===== src/rtl/nand_tv_pkg.sv =====
// Shared types, sizes and the reference gate function for the NAND test-vector checker.
package nand_tv_pkg;

   localparam int VEC_W   = 2;
   localparam int NUM_VEC = 4;
   localparam int ERR_W   = 3;
   localparam int CNT_W   = 4;

   typedef enum logic [1:0] {
      IDLE = 2'd0,
      RUN  = 2'd1,
      FIN  = 2'd2
   } tv_state_e;

   function automatic logic nand_expect(input logic a, input logic b);
      return ~(a & b);
   endfunction

endpackage


===== src/rtl/tv_settle_timer.sv =====
// Settle timer: down-counter reloaded when a vector is applied; sample is high on
// the SETTLE-th edge after the load, then it reloads for the next vector.
module tv_settle_timer
   import nand_tv_pkg::*;
#(
   parameter int SETTLE = 1
) (
   input  logic clk,
   input  logic rst_n,
   input  logic load,
   input  logic en,
   output logic sample
);

   localparam logic [CNT_W-1:0] RELOAD = CNT_W'(SETTLE - 1);

   logic [CNT_W-1:0] cnt;

   assign sample = en && (cnt == '0);

   // count down while enabled, reload on a new sweep or on each terminal count
   always_ff @(posedge clk or negedge rst_n) begin
      if (!rst_n) begin
         cnt <= '0;
      end else if (load || sample) begin
         cnt <= RELOAD;
      end else if (en) begin
         cnt <= cnt - 1'b1;
      end
   end

endmodule


===== config.mk =====
export PLATFORM = sky130hd
export DESIGN_NAME = tv_settle_timer
export DESIGN_NICKNAME = d
export VERILOG_FILES = /design/src/rtl/nand_tv_pkg.sv /design/src/rtl/tv_settle_timer.sv
export SDC_FILE = /design/constraint.sdc
export NUM_CORES = 1
export LEC_CHECK = 0
export ABC_AREA = 1
export BUFFER_PORTS_ARGS = -buffer_cell sky130_fd_sc_hd__buf_4
export CAP_MARGIN = 20
export CORE_AREA = 3 3 40 42
export CTS_BUF_LIST = sky130_fd_sc_hd__clkbuf_8
export DETAILED_ROUTE_END_ITERATION = 16
export DIE_AREA = 0 0 43 45
export PLACE_DENSITY = 0.32
export REMOVE_ABC_BUFFERS = 1
export SYNTH_ARGS = -nofsm -noshare
export SYNTH_HDL_FRONTEND = slang
export SYNTH_SLANG_ARGS = --single-unit
export TNS_END_PERCENT = 1

===== constraint.sdc =====
create_clock -name clk -period 2.3 [get_ports clk]
set_input_delay 0.23 -clock clk [delete_from_list [all_inputs] [get_ports clk]]
set_output_delay 0.23 -clock clk [all_outputs]
set_load 0.005 [all_outputs]

# After elaboration in Yosys (flattened, before gate mapping)
# Cells that the tools add are included.
op_classes:
  add_sub_neg: 1
  muxes: 2
  n_reduce_logical: 4
op_table:
  columns: ["cell", "count"]
  rows:
  - ["2-to-1 mux 4 bit", 2]
  - ["logical NOT 4 bit", 1]
  - ["subtractor 4 x 1 -> 4 bit, second input constant", 1]
  - ["nonzero test 2 bit", 1]
  - ["logical AND 1 bit", 1]
  - ["logical OR 1 bit", 1]
word_totals:
  register_bits: 4
  in_bits: 4
  output_inout_bits: 1
  wordCells: 8

# Logic depth before layout (Yosys ltp)
# Gate-level depths: netlist of the first run.
depth:
  depth_word: 4
  depth_mapped: 6

# Worst setup path after synthesis of the first run
# Ideal clock, no wire load.
synth_timing:
  path_kind: "reg-to-reg"
  startpoint: "register cnt[0]"
  endpoint: "register cnt[1]"
  arrival_time_ns: 0.960
  setup_slack_ns: 1.268
  path_stages_with_launch: 6
  n_path_buf: 0
  synth_period_minus_slack_ns: 1.032
  path_cell_list: "dfrtp_1 -> inv_1 -> ha_1 -> o21ai_1 -> inv_1 -> nor2_1"
synth_between:
  elab_chain_cells: 4
synth_lines:
  columns: ["item", "line", "source"]
  rows:
  - ["from (decl)", "tv_settle_timer.sv:17", "logic [CNT_W-1:0] cnt;"]
  - ["from (signal assigned)", "tv_settle_timer.sv:28", "cnt <= cnt - 1'b1;"]
  - ["parallel branches: the longest is 4 deep, another holds subtractor 4 x 1 -> 4 bit", null, null]
# Parallel ways; which one is timed is not known. The select of a mux whose other input is x is not followed.
# A chain may end at the register's enable or synchronous reset.

# Worst setup path after layout of the first run
layout_timing:
  startpoint: "register cnt[0]"
  endpoint: "output sample"
layout_between:
  elab_chain_cells: 2
layout_lines:
  columns: ["item", "line", "source"]
  rows:
  - ["logical NOT 4 bit", "tv_settle_timer.sv:19", "assign sample = en && (cnt == '0);"]
  - ["logical AND 1 bit", "tv_settle_timer.sv:19", null]
  - ["to (decl)", "tv_settle_timer.sv:12", "output logic sample"]
# No other way between the ends.

==> run_summary.xml, run 1 <==
<?xml version="1.0" encoding="UTF-8"?>
<metrics>
  <group name="outcome">
    <metric name="status" unit="">finished, final reports clean</metric>
  </group>
  <group name="global_routing">
    <metric name="grt_first_pass_wirelength" unit="um">821</metric>
    <metric name="grt_antenna_before_repair" unit="">0</metric>
    <metric name="first_global_vias" unit="">210</metric>
    <metric name="globalRoute.totalOverflow" unit="">0</metric>
    <metric name="grt_start_max_net_pins" unit="">5</metric>
    <metric name="gr-usage-all-layers" unit="%">6.27</metric>
  </group>
  <group name="die">
    <metric name="num_io_pins" unit="">5</metric>
    <metric name="die_width" unit="um">43</metric>
    <metric name="fp-row-count" unit="">13</metric>
    <metric name="die_area" unit="mm^2">0.00194</metric>
    <metric name="floorplan.die.height" unit="um">45</metric>
    <metric name="core_region_area" unit="mm^2">0.00128</metric>
    <metric name="initial_utilization" unit="%">18.8</metric>
  </group>
  <group name="layout">
    <metric name="final_layout_size_suffix_gt1_share" unit="%">25.0</metric>
    <metric name="multi_input_gate_area" unit="um^2">115</metric>
    <metric name="fill_cells" unit="">154</metric>
    <metric name="largest_register_ff_count" unit="">4</metric>
    <metric name="antenna_cells" unit="">0</metric>
    <metric name="layout.area.seq" unit="um^2">100</metric>
    <metric name="area_growth" unit="%">41.5</metric>
    <metric name="fin_nets" unit="">48</metric>
    <metric name="largestRegisters" unit="">cnt x4</metric>
    <metric name="largest-register" unit="">cnt</metric>
    <metric name="final_cell_count_no_fill" unit="">55</metric>
  </group>
  <group name="detailed_routing">
    <metric name="total_wirelength_of_the_detailed_routed_design" unit="um">429</metric>
    <metric name="drt_iter0_drc" unit="">1</metric>
    <metric name="detail_route.wl_per_cell" unit="um">7.80</metric>
    <metric name="top_signal_layer_used" unit="">met4</metric>
    <metric name="post_drt_via_cell_ratio" unit="">3.65</metric>
    <metric name="detail_route_met3_wl" unit="um">27</metric>
    <metric name="drt_pass1_iterations" unit="">2</metric>
    <metric name="detail-route-antenna-nets" unit="">0</metric>
    <metric name="remaining_drc_errors" unit="">0</metric>
    <metric name="met2_wirelength" unit="um">217</metric>
    <metric name="routedLengthMet1" unit="um">169</metric>
    <metric name="num_vias" unit="">201</metric>
  </group>
  <group name="power">
    <metric name="irDropWorstVdd" unit="uV">347</metric>
    <metric name="total_leakage_power" unit="nW">0.183</metric>
    <metric name="power.density_cell_area" unit="mW/mm^2">862</metric>
  </group>
  <group name="critical_path">
    <metric name="critPathTopFamily" unit="">flip-flops</metric>
    <metric name="critical-path-slowest-cell" unit="">dfrtp_1</metric>
    <metric name="crit_chain" unit="">inv_1 -&gt; ha_1 -&gt; nand3_1 -&gt; inv_1 -&gt; buf_4</metric>
    <metric name="setup.worst_path.class" unit="">flip-flop to output pin</metric>
    <metric name="cp_slowest_stage_delay" unit="ns">0.37</metric>
    <metric name="timing.critical_path.required" unit="ns">2.07</metric>
    <metric name="timing.critical_path.fanout_max" unit="">3</metric>
    <metric name="startpoint_type" unit="">flip-flop</metric>
    <metric name="worst-path-buf-inv" unit="">3</metric>
    <metric name="cp_data_arrival_time" unit="ns">1.14</metric>
    <metric name="critical_path.endpoint_type" unit="">output pin</metric>
    <metric name="cp_common_cell" unit="">inv_1</metric>
  </group>
  <group name="timing">
    <metric name="setup_violations" unit="">0</metric>
    <metric name="post_route_skew" unit="ns">0.000473</metric>
    <metric name="setup_tns" unit="ns">0</metric>
    <metric name="final-hold-violation-count" unit="">0</metric>
    <metric name="period_needed" unit="ns">1.37</metric>
    <metric name="fin_crit_sh" unit="%">59.6</metric>
    <metric name="drv_slew" unit="">0</metric>
    <metric name="slew_headroom" unit="%">89.6</metric>
    <metric name="rsz_0062_raised_after_global_routing" unit="">false</metric>
    <metric name="worst_pin_slew" unit="ns">0.155</metric>
    <metric name="achievable-frequency" unit="MHz">729</metric>
  </group>
  <group name="synthesis">
    <metric name="yosys_warnings" unit="">0</metric>
    <metric name="syn_inst" unit="">32</metric>
    <metric name="yosys_register_bits" unit="">4</metric>
    <metric name="synthDominantCellAreaShare" unit="%">41.5</metric>
    <metric name="synth_top_area_cell" unit="">dfrtp_1</metric>
    <metric name="synth_cell_types" unit="">11</metric>
    <metric name="synth_seq_area_share" unit="%">41.5</metric>
    <metric name="combined_area_of_all_synthesized_cells" unit="um^2">241</metric>
    <metric name="synth_top_cells_by_area" unit="">dfrtp_1, nor2_1, ha_1</metric>
    <metric name="synth.avg_cell_area" unit="um^2">7.55</metric>
  </group>
  <group name="clocking">
    <metric name="cts_max_level" unit="">1</metric>
    <metric name="tritoncts_num_sinks" unit="">4</metric>
    <metric name="max-clock-path-buffers" unit="">2</metric>
    <metric name="worstSkewPairLatency" unit="ns">0.21</metric>
    <metric name="postCtsSetupRepairBufs" unit="">0</metric>
    <metric name="cts_made_buffers" unit="">3</metric>
    <metric name="cts_root_buffer" unit="">clkbuf_8</metric>
    <metric name="clk_pin_slew_worst_paths" unit="ns">0.03</metric>
    <metric name="tritoncts" unit="">yes</metric>
  </group>
  <group name="job">
    <metric name="maxCapViolations" unit="">0</metric>
  </group>
  <group name="placed_design">
    <metric name="port_buffers" unit="">4</metric>
    <metric name="post_dp_hpwl" unit="um">347</metric>
    <metric name="numPlacedInstances" unit="">51</metric>
    <metric name="gp_congestion" unit="">0.620</metric>
  </group>
  <group name="hold_path">
    <metric name="hold_path.class" unit="">primary input to flip-flop</metric>
  </group>
</metrics>
## kinds of logic after synthesis
family / after synthesis / share of synthesized area (%)
and+or+nand+nor: 17 / 31.6
buffers and inverters: 7 / 10.9
DFF: 4 / 41.5
adders and majority gates: 2 / 10.4
AOI/OAI and AO/OA: 1 / 2.07
xor gates and xnor gates: 1 / 3.63
## synthesized netlist by cell type
cell type and n:
nor2_1 7, nor2_2 1, ha_1 2, inv_1 6, nor2_4 1, nand2_1 6
o21ai_1 1, nand3_1 2, inv_2 1, xor2_1 1, dfrtp_1 4
## timing repair
action                                 in CTS  in global routing
gates resized for setup                     0                  0
hold buffers                                1                  0
endpoints found under the hold margin       4                  0
## final cells by class
type,instances,area share [%]
flip-flops and latches,4,29.3
repair buffers,5,11.7
clock buffers,3,12.1
well taps,15,5.49
inverters,7,7.69
multi-input cells,21,33.7
## layout by cell type, fill, tap and decap left out
master / n
buf_4: 4
clkbuf_8: 3
dfrtp_1: 4
dlygate4sd3_1: 1
ha_1: 2
inv_1: 6
inv_2: 1
nand2_1: 6
nand3_1: 2
nor2_1: 7
nor2_2: 1
nor2_4: 1
o21ai_1: 1
xor2_1: 1
## per-layer routing
metal	global-route usage [%]	vias up
li1	-	110
met1	6.34	84
met2	8.98	5
met3	1.59	2
met4	9.04	0
met5	0	-
## power by group
group | internal, mW | leakage (nW) | switching [mW]
registers | 0.0803 | 0.0533 | 0.00800
logic | 0.0271 | 0.108 | 0.0322
clock network | 0.111 | 0.0216 | 0.0352
total | 0.219 | 0.183 | 0.0754
## through the flow
stage               cell area, um^2  utilization (%)  hold WS, ns  power, mW  worst slack, ns
CTS                             342             26.6        0.330      0.301            0.912
floorplan                       241                -      -0.0656      0.128             1.27
detailed placement              290             22.6       0.0288      0.148             1.15
finish                          342             26.6        0.330      0.294            0.928
global route                    342             26.6        0.347      0.316            0.878
global placement                290             22.6       0.0279      0.149             1.15
## worst min-delay path: stages
cell    delay (ns)
buf_4         0.10
nor2_1        0.05
nor2_1        0.08
nor2_1        0.05
## worst paths after layout
| path | slack (ns) | cells after the start | start | to |
|---|---|---|---|---|
| worst max-delay path | 0.93 | 5 | cnt[0] | sample |
| worst min-delay path | 0.33 | 4 | en | cnt[0] |
| worst max register to register | 1.19 | 5 | cnt[0] | cnt[1] |
| worst min register to register | 0.57 | 2 | cnt[2] | cnt[2] |
| max in group asynchronous | 1.86 | 2 | rst_n | cnt[2] |
| min in group asynchronous | 0.34 | 2 | rst_n | cnt[0] |
No activity file was read; power rests on OpenSTA's default activity.
==> run 2, diff against run 1 <==
--- a/config.mk
+++ b/config.mk
@@ -12,7 +12,7 @@
 export CTS_BUF_LIST = sky130_fd_sc_hd__clkbuf_8
 export DETAILED_ROUTE_END_ITERATION = 16
 export DIE_AREA = 0 0 43 45
-export PLACE_DENSITY = 0.32
+export PLACE_DENSITY = 0.33
 export REMOVE_ABC_BUFFERS = 1
 export SYNTH_ARGS = -nofsm -noshare
 export SYNTH_HDL_FRONTEND = slang
==> constraint.sdc (replaced) <==
create_clock -name clk -period 1.2 [get_ports clk]
set_input_delay 0.12 -clock clk [delete_from_list [all_inputs] [get_ports clk]]
set_output_delay 0.12 -clock clk [all_outputs]
set_load 0.005 [all_outputs]
==> run_summary.xml, run 2 (synthesis gave the netlist of run 1 again) <==
<?xml version="1.0" encoding="UTF-8"?>
<metrics>
  <group name="clocking">
    <metric name="tritoncts_num_sinks" unit="">4</metric>
    <metric name="worstSkewPairLatency" unit="ns">0.21</metric>
    <metric name="clk_pin_slew_worst_paths" unit="ns">0.03</metric>
    <metric name="cts_root_buffer" unit="">clkbuf_8</metric>
    <metric name="cts_max_level" unit="">1</metric>
    <metric name="max-clock-path-buffers" unit="">2</metric>
    <metric name="tritoncts" unit="">yes</metric>
    <metric name="cts_made_buffers" unit="">3</metric>
  </group>
  <group name="timing">
    <metric name="final-hold-violation-count" unit="">0</metric>
    <metric name="post_route_skew" unit="ns">0.00238</metric>
    <metric name="worst_pin_slew" unit="ns">0.164</metric>
    <metric name="period_needed" unit="ns">1.16</metric>
    <metric name="fin_crit_sh" unit="%">96.4</metric>
    <metric name="setup_violations" unit="">0</metric>
    <metric name="achievable-frequency" unit="MHz">864</metric>
    <metric name="slew_headroom" unit="%">89.0</metric>
    <metric name="setup_tns" unit="ns">0</metric>
    <metric name="drv_slew" unit="">0</metric>
  </group>
  <group name="critical_path">
    <metric name="critPathTopFamily" unit="">flip-flops</metric>
    <metric name="r2r_setup_slack" unit="ns">0.04</metric>
    <metric name="setup.worst_path.class" unit="">flip-flop to flip-flop</metric>
    <metric name="setup.worst_path.end" unit="">cnt[2]</metric>
    <metric name="timing.critical_path.fanout_max" unit="">3</metric>
    <metric name="worst-path-buf-inv" unit="">2</metric>
    <metric name="critical_path.endpoint_type" unit="">flip-flop</metric>
    <metric name="critical_path.reg2reg.endpoint" unit="">cnt[2]</metric>
    <metric name="cp_num_cells" unit="">6</metric>
    <metric name="cp_slowest_stage_delay" unit="ns">0.36</metric>
    <metric name="timing.rr.start" unit="">cnt[0]</metric>
    <metric name="cp_data_arrival_time" unit="ns">1.25</metric>
    <metric name="worst_r2r_path_depth" unit="">6</metric>
    <metric name="crit_chain" unit="">inv_2 -&gt; buf_4 -&gt; ha_1 -&gt; nand2_1 -&gt; xor2_1 -&gt; nor2_1</metric>
    <metric name="timing.critical_path.required" unit="ns">1.30</metric>
    <metric name="critical-path-slowest-cell" unit="">dfrtp_1</metric>
    <metric name="startpoint_type" unit="">flip-flop</metric>
    <metric name="crit_start" unit="">cnt[0]</metric>
  </group>
  <group name="power">
    <metric name="seq_power_share" unit="%">28.2</metric>
    <metric name="power.density_cell_area" unit="mW/mm^2">1530</metric>
    <metric name="clock_power_share" unit="%">46.1</metric>
    <metric name="total_leakage_power" unit="nW">0.206</metric>
    <metric name="switching_share" unit="%">25.6</metric>
    <metric name="power_frac_comb" unit="%">25.6</metric>
    <metric name="irDropWorstVdd" unit="uV">640</metric>
    <metric name="power_switching" unit="mW">0.153</metric>
    <metric name="power.internal" unit="mW">0.443</metric>
  </group>
  <group name="detailed_routing">
    <metric name="post_drt_via_cell_ratio" unit="">3.86</metric>
    <metric name="remaining_drc_errors" unit="">0</metric>
    <metric name="total_wirelength_of_the_detailed_routed_design" unit="um">504</metric>
    <metric name="detail-route-antenna-nets" unit="">0</metric>
    <metric name="drt_pass1_iterations" unit="">2</metric>
    <metric name="num_vias" unit="">228</metric>
    <metric name="detail_route.wl_per_cell" unit="um">8.54</metric>
    <metric name="drt_iter0_drc" unit="">2</metric>
  </group>
  <group name="global_routing">
    <metric name="first_global_vias" unit="">189</metric>
    <metric name="gr-usage-met2" unit="%">8.38</metric>
    <metric name="grt_first_pass_wirelength" unit="um">731</metric>
    <metric name="grt_antenna_before_repair" unit="">0</metric>
    <metric name="gr-usage-all-layers" unit="%">5.93</metric>
    <metric name="grt_busiest_layer" unit="">met2</metric>
    <metric name="globalRoute.totalOverflow" unit="">0</metric>
    <metric name="grt_start_max_net_pins" unit="">5</metric>
    <metric name="grtUsageMet3" unit="%">4.78</metric>
    <metric name="groute.layer.met1.usage" unit="%">6.07</metric>
  </group>
  <group name="layout">
    <metric name="final_layout_size_suffix_gt1_share" unit="%">40.9</metric>
    <metric name="multi_input_gate_area" unit="um^2">133</metric>
    <metric name="area_growth" unit="%">61.1</metric>
    <metric name="final_cell_mix" unit="">buf_4, nor2_1, nand2_1, inv_1, dfrtp_1</metric>
    <metric name="layout_commonest_cell" unit="">buf_4</metric>
    <metric name="largest-register" unit="">cnt</metric>
    <metric name="finalInstanceArea" unit="um^2">389</metric>
    <metric name="fill_cells" unit="">141</metric>
    <metric name="fin_nets" unit="">52</metric>
    <metric name="largestRegisters" unit="">cnt x4</metric>
    <metric name="layout.area.seq" unit="um^2">100</metric>
    <metric name="antenna_cells" unit="">0</metric>
    <metric name="largest_register_ff_count" unit="">4</metric>
  </group>
  <group name="hold_path">
    <metric name="worst_hold_startpoint" unit="">en</metric>
    <metric name="hold_path.class" unit="">primary input to flip-flop</metric>
  </group>
  <group name="die">
    <metric name="die_area" unit="mm^2">0.00194</metric>
    <metric name="fp-row-count" unit="">13</metric>
    <metric name="core_region_area" unit="mm^2">0.00128</metric>
    <metric name="initial_utilization" unit="%">18.8</metric>
    <metric name="floorplan.die.height" unit="um">45</metric>
    <metric name="die_width" unit="um">43</metric>
    <metric name="num_io_pins" unit="">5</metric>
  </group>
  <group name="placed_design">
    <metric name="gp_congestion" unit="">0.711</metric>
    <metric name="placed_area" unit="um^2">290</metric>
    <metric name="port_buffers" unit="">4</metric>
    <metric name="post_dp_hpwl" unit="um">359</metric>
  </group>
  <group name="outcome">
    <metric name="status" unit="">finished, final reports clean</metric>
  </group>
  <group name="job">
    <metric name="maxCapViolations" unit="">0</metric>
  </group>
</metrics>
[run 2: cell count changes in the layout (fill, tap and decap cells not counted)]
cell     delta
inv_2       +2
buf_4       +4
nand3_2     +1
inv_1       -2
ha_1        -1
nand3_1     -1
ha_4        +1
[run 2: final cells by class]
class                           count  share of cell area (%)
Multi-Input combinational cell     21                    34.1
Sequential cell                     4                    25.7
Inverter                            7                    6.75
Clock buffer                        3                    10.6
Timing Repair Buffer                9                    18.0
Tap cell                           15                    4.82
[run 2: routing by layer]
metal  wire length, um  part of all wire [%]
met1               209                    41
met4                 0                     0
met2               254                    50
met5                 0                     0
met3                41                   8.1
[run 2: worst reg2reg max path, cell delays in order, from the launching register on]
cell and delay, ns:
dfrtp_1 0.36, inv_2 0.07, buf_4 0.13, ha_1 0.18, nand2_1 0.07, xor2_1 0.16
nor2_1 0.06
[run 2: power by group through the flow]
stage | combinational (mW) | clock, mW | sequential, mW
after floorplan | 0.0784 | 0 | 0.168
after global placement | 0.113 | 0 | 0.171
after detailed placement | 0.115 | 0 | 0.171
after CTS | 0.138 | 0.286 | 0.167
after global routing | 0.173 | 0.297 | 0.170
final | 0.153 | 0.275 | 0.168
[run 2: repair_timing]
| action | 4_1_cts | 5_1_grt |
|---|---|---|
| hold buffers | 1 | 0 |
| hold endpoints to repair | 4 | 0 |
| cloned | 0 | 0 |
| buffers inserted | 2 | 2 |
| pin swaps | 0 | 1 |
| resized for setup | 2 | 3 |
| endpoints found under the setup margin | 1 | 1 |
[run 2: metrics by stage]
stage                     util [%]  setup slack, ns  cells  total power [mW]  hold WS, ns
after floorplan                  -            0.168     32             0.246       -0.176
after global placement        22.6            0.103     51             0.284      -0.0823
after detailed placement      22.6           0.0936     51             0.285      -0.0832
after CTS                     28.1           0.0106     57             0.591        0.232
after global routing          30.3          -0.0257     59             0.641        0.239
final                         30.3           0.0427     59             0.596        0.230
[run 2: how the worst min path moves through the flow]
stage | end | slack [ns] | cells past startpoint
finish | cnt[0] | 0.23 | 4
detailed placement | cnt[2] | -0.08 | 1
global placement | cnt[3] | -0.08 | 1
global route | cnt[0] | 0.24 | 2
floorplan | cnt[0] | -0.18 | 0
CTS | cnt[0] | 0.23 | 4
==> run 3, diff against run 2 <==
--- a/config.mk
+++ b/config.mk
@@ -13,6 +13,7 @@
 export DETAILED_ROUTE_END_ITERATION = 16
 export DIE_AREA = 0 0 43 45
 export PLACE_DENSITY = 0.33
+export RECOVER_POWER = 50
 export REMOVE_ABC_BUFFERS = 1
 export SYNTH_ARGS = -nofsm -noshare
 export SYNTH_HDL_FRONTEND = slang
==> run_summary.xml, run 3 (synthesis gave the netlist of run 1 again) <==
<?xml version="1.0" encoding="UTF-8"?>
<metrics>
  <group name="critical_path">
    <metric name="cp_slowest_stage_delay" unit="ns">0.36</metric>
    <metric name="critPathTopFamily" unit="">flip-flops</metric>
    <metric name="critical_path.endpoint_type" unit="">flip-flop</metric>
    <metric name="timing.critical_path.fanout_max" unit="">3</metric>
    <metric name="critical_path.reg2reg.endpoint" unit="">cnt[2]</metric>
    <metric name="cp_num_cells" unit="">6</metric>
    <metric name="setup.worst_path.class" unit="">flip-flop to flip-flop</metric>
    <metric name="worst_r2r_path_depth" unit="">6</metric>
    <metric name="timing.critical_path.required" unit="ns">1.30</metric>
    <metric name="worst-path-buf-inv" unit="">2</metric>
    <metric name="crit_start" unit="">cnt[0]</metric>
    <metric name="r2r_setup_slack" unit="ns">0.04</metric>
    <metric name="setup.worst_path.end" unit="">cnt[2]</metric>
    <metric name="cp_data_arrival_time" unit="ns">1.25</metric>
    <metric name="critical-path-slowest-cell" unit="">dfrtp_1</metric>
    <metric name="startpoint_type" unit="">flip-flop</metric>
    <metric name="timing.rr.start" unit="">cnt[0]</metric>
    <metric name="crit_chain" unit="">inv_2 -&gt; buf_4 -&gt; ha_1 -&gt; nand2_1 -&gt; xor2_1 -&gt; nor2_1</metric>
  </group>
  <group name="global_routing">
    <metric name="grt_start_max_net_pins" unit="">5</metric>
    <metric name="grtUsageMet3" unit="%">4.78</metric>
    <metric name="grt_antenna_before_repair" unit="">0</metric>
    <metric name="globalRoute.totalOverflow" unit="">0</metric>
    <metric name="first_global_vias" unit="">189</metric>
    <metric name="grt_first_pass_wirelength" unit="um">731</metric>
    <metric name="groute.layer.met1.usage" unit="%">6.07</metric>
    <metric name="gr-usage-met2" unit="%">8.38</metric>
    <metric name="grt_busiest_layer" unit="">met2</metric>
    <metric name="gr-usage-all-layers" unit="%">5.93</metric>
  </group>
  <group name="layout">
    <metric name="final_cell_mix" unit="">nor2_1, buf_4, nand2_1, inv_1, dfrtp_1</metric>
    <metric name="fill_cells" unit="">143</metric>
    <metric name="antenna_cells" unit="">0</metric>
    <metric name="final_layout_size_suffix_gt1_share" unit="%">38.6</metric>
    <metric name="largest-register" unit="">cnt</metric>
    <metric name="fin_nets" unit="">52</metric>
    <metric name="largest_register_ff_count" unit="">4</metric>
    <metric name="finalInstanceArea" unit="um^2">385</metric>
    <metric name="layout.area.seq" unit="um^2">100</metric>
    <metric name="area_growth" unit="%">59.6</metric>
    <metric name="largestRegisters" unit="">cnt x4</metric>
    <metric name="multi_input_gate_area" unit="um^2">133</metric>
  </group>
  <group name="power">
    <metric name="irDropWorstVdd" unit="uV">640</metric>
    <metric name="switching_share" unit="%">25.7</metric>
    <metric name="power_frac_comb" unit="%">25.4</metric>
    <metric name="seq_power_share" unit="%">28.3</metric>
    <metric name="power" unit="mW">0.594</metric>
    <metric name="power.internal" unit="mW">0.442</metric>
    <metric name="total_leakage_power" unit="nW">0.202</metric>
    <metric name="power.density_cell_area" unit="mW/mm^2">1540</metric>
    <metric name="clock_power_share" unit="%">46.3</metric>
    <metric name="power_switching" unit="mW">0.153</metric>
  </group>
  <group name="placed_design">
    <metric name="placed_area" unit="um^2">290</metric>
    <metric name="gp_congestion" unit="">0.711</metric>
    <metric name="port_buffers" unit="">4</metric>
    <metric name="placement_stage_worst_setup_slack" unit="ns">0.0936</metric>
    <metric name="post_dp_hpwl" unit="um">359</metric>
  </group>
  <group name="timing">
    <metric name="layout_setup_ws" unit="ns">0.0427</metric>
    <metric name="final-hold-violation-count" unit="">0</metric>
    <metric name="setup_violations" unit="">0</metric>
    <metric name="achievable-frequency" unit="MHz">864</metric>
    <metric name="post_route_skew" unit="ns">0.00238</metric>
    <metric name="period_needed" unit="ns">1.16</metric>
    <metric name="fin_crit_sh" unit="%">96.4</metric>
    <metric name="drv_slew" unit="">0</metric>
    <metric name="slew_headroom" unit="%">86.2</metric>
    <metric name="timing.hold.ws" unit="ns">0.230</metric>
    <metric name="worst_pin_slew" unit="ns">0.207</metric>
  </group>
  <group name="die">
    <metric name="fp-row-count" unit="">13</metric>
    <metric name="core_region_area" unit="mm^2">0.00128</metric>
    <metric name="floorplan.die.height" unit="um">45</metric>
    <metric name="die_width" unit="um">43</metric>
    <metric name="die_area" unit="mm^2">0.00194</metric>
    <metric name="initial_utilization" unit="%">18.8</metric>
    <metric name="num_io_pins" unit="">5</metric>
  </group>
  <group name="detailed_routing">
    <metric name="total_wirelength_of_the_detailed_routed_design" unit="um">503</metric>
    <metric name="num_vias" unit="">228</metric>
    <metric name="detail_route.wl_per_cell" unit="um">8.53</metric>
    <metric name="post_drt_via_cell_ratio" unit="">3.86</metric>
    <metric name="drt_iter0_drc" unit="">2</metric>
    <metric name="detail-route-antenna-nets" unit="">0</metric>
    <metric name="drt_pass1_iterations" unit="">2</metric>
    <metric name="remaining_drc_errors" unit="">0</metric>
  </group>
  <group name="clocking">
    <metric name="clk_pin_slew_worst_paths" unit="ns">0.03</metric>
    <metric name="max-clock-path-buffers" unit="">2</metric>
    <metric name="cts_max_level" unit="">1</metric>
    <metric name="tritoncts" unit="">yes</metric>
    <metric name="worstSkewPairLatency" unit="ns">0.21</metric>
    <metric name="tritoncts_num_sinks" unit="">4</metric>
    <metric name="cts_made_buffers" unit="">3</metric>
    <metric name="cts_root_buffer" unit="">clkbuf_8</metric>
  </group>
  <group name="hold_path">
    <metric name="hold_path.class" unit="">primary input to flip-flop</metric>
  </group>
  <group name="outcome">
    <metric name="status" unit="">finished, final reports clean</metric>
  </group>
  <group name="job">
    <metric name="maxCapViolations" unit="">0</metric>
  </group>
</metrics>
## run 3: changes by cell type in the layout (fill, tap and decap cells not counted)
cell / change
buf_4: -1
clkbuf_1: +1
## run 3: power groups by stage
| stage | clock (mW) | sequential (mW) | combinational, mW |
|---|---|---|---|
| after floorplan | 0 | 0.168 | 0.0784 |
| after global placement | 0 | 0.171 | 0.113 |
| after detailed placement | 0 | 0.171 | 0.115 |
| after CTS | 0.286 | 0.167 | 0.138 |
| after global routing | 0.297 | 0.170 | 0.172 |
| final | 0.275 | 0.168 | 0.151 |
## run 3: metal layers
| metal | part of all wire, % | vias to the layer above |
|---|---|---|
| li1 | - | 118 |
| met1 | 41 | 103 |
| met2 | 50 | 7 |
| met3 | 8.2 | 0 |
| met4 | 0 | 0 |
| met5 | 0 | - |
## run 3: worst min-delay path by stage
stage | from | endpoint | slack (ns) | cells past startpoint
global placement | rst_n | cnt[3] | -0.08 | 1
floorplan | rst_n | cnt[0] | -0.18 | 0
finish | en | cnt[0] | 0.23 | 4
global route | rst_n | cnt[0] | 0.28 | 2
detailed placement | rst_n | cnt[2] | -0.08 | 1
CTS | en | cnt[0] | 0.23 | 4
## run 3: worst min-delay path, stage by stage
cell and delay (ns):
buf_4 0.10, nor2_1 0.04, nor2_1 0.08, nor2_1 0.05
## run 3: area by class of cell
class	count	area share, %
tap	15	4.87
sequential	4	26.0
clock buffer	3	10.7
multi-input combinational	21	34.4
timing repair buffer	9	17.2
inverter	7	6.82
## run 3: timing repair
item / CTS / global route
setup buffers: 2 / 2
pin swaps: 0 / 1
hold endpoints to repair: 4 / 0
gates resized for setup: 2 / 3
endpoints found under the setup margin: 1 / 1
hold buffers: 1 / 0
## run 3: through the flow
stage / setup TNS, ns / utilization, % / std cells
6_report: 0 / 30.0 / 59
3_3_place_gp: 0 / 22.6 / 51
4_1_cts: 0 / 28.1 / 57
3_5_place_dp: 0 / 22.6 / 51
5_1_grt: -0.0382 / 30.0 / 59
2_1_floorplan: 0 / - / 32
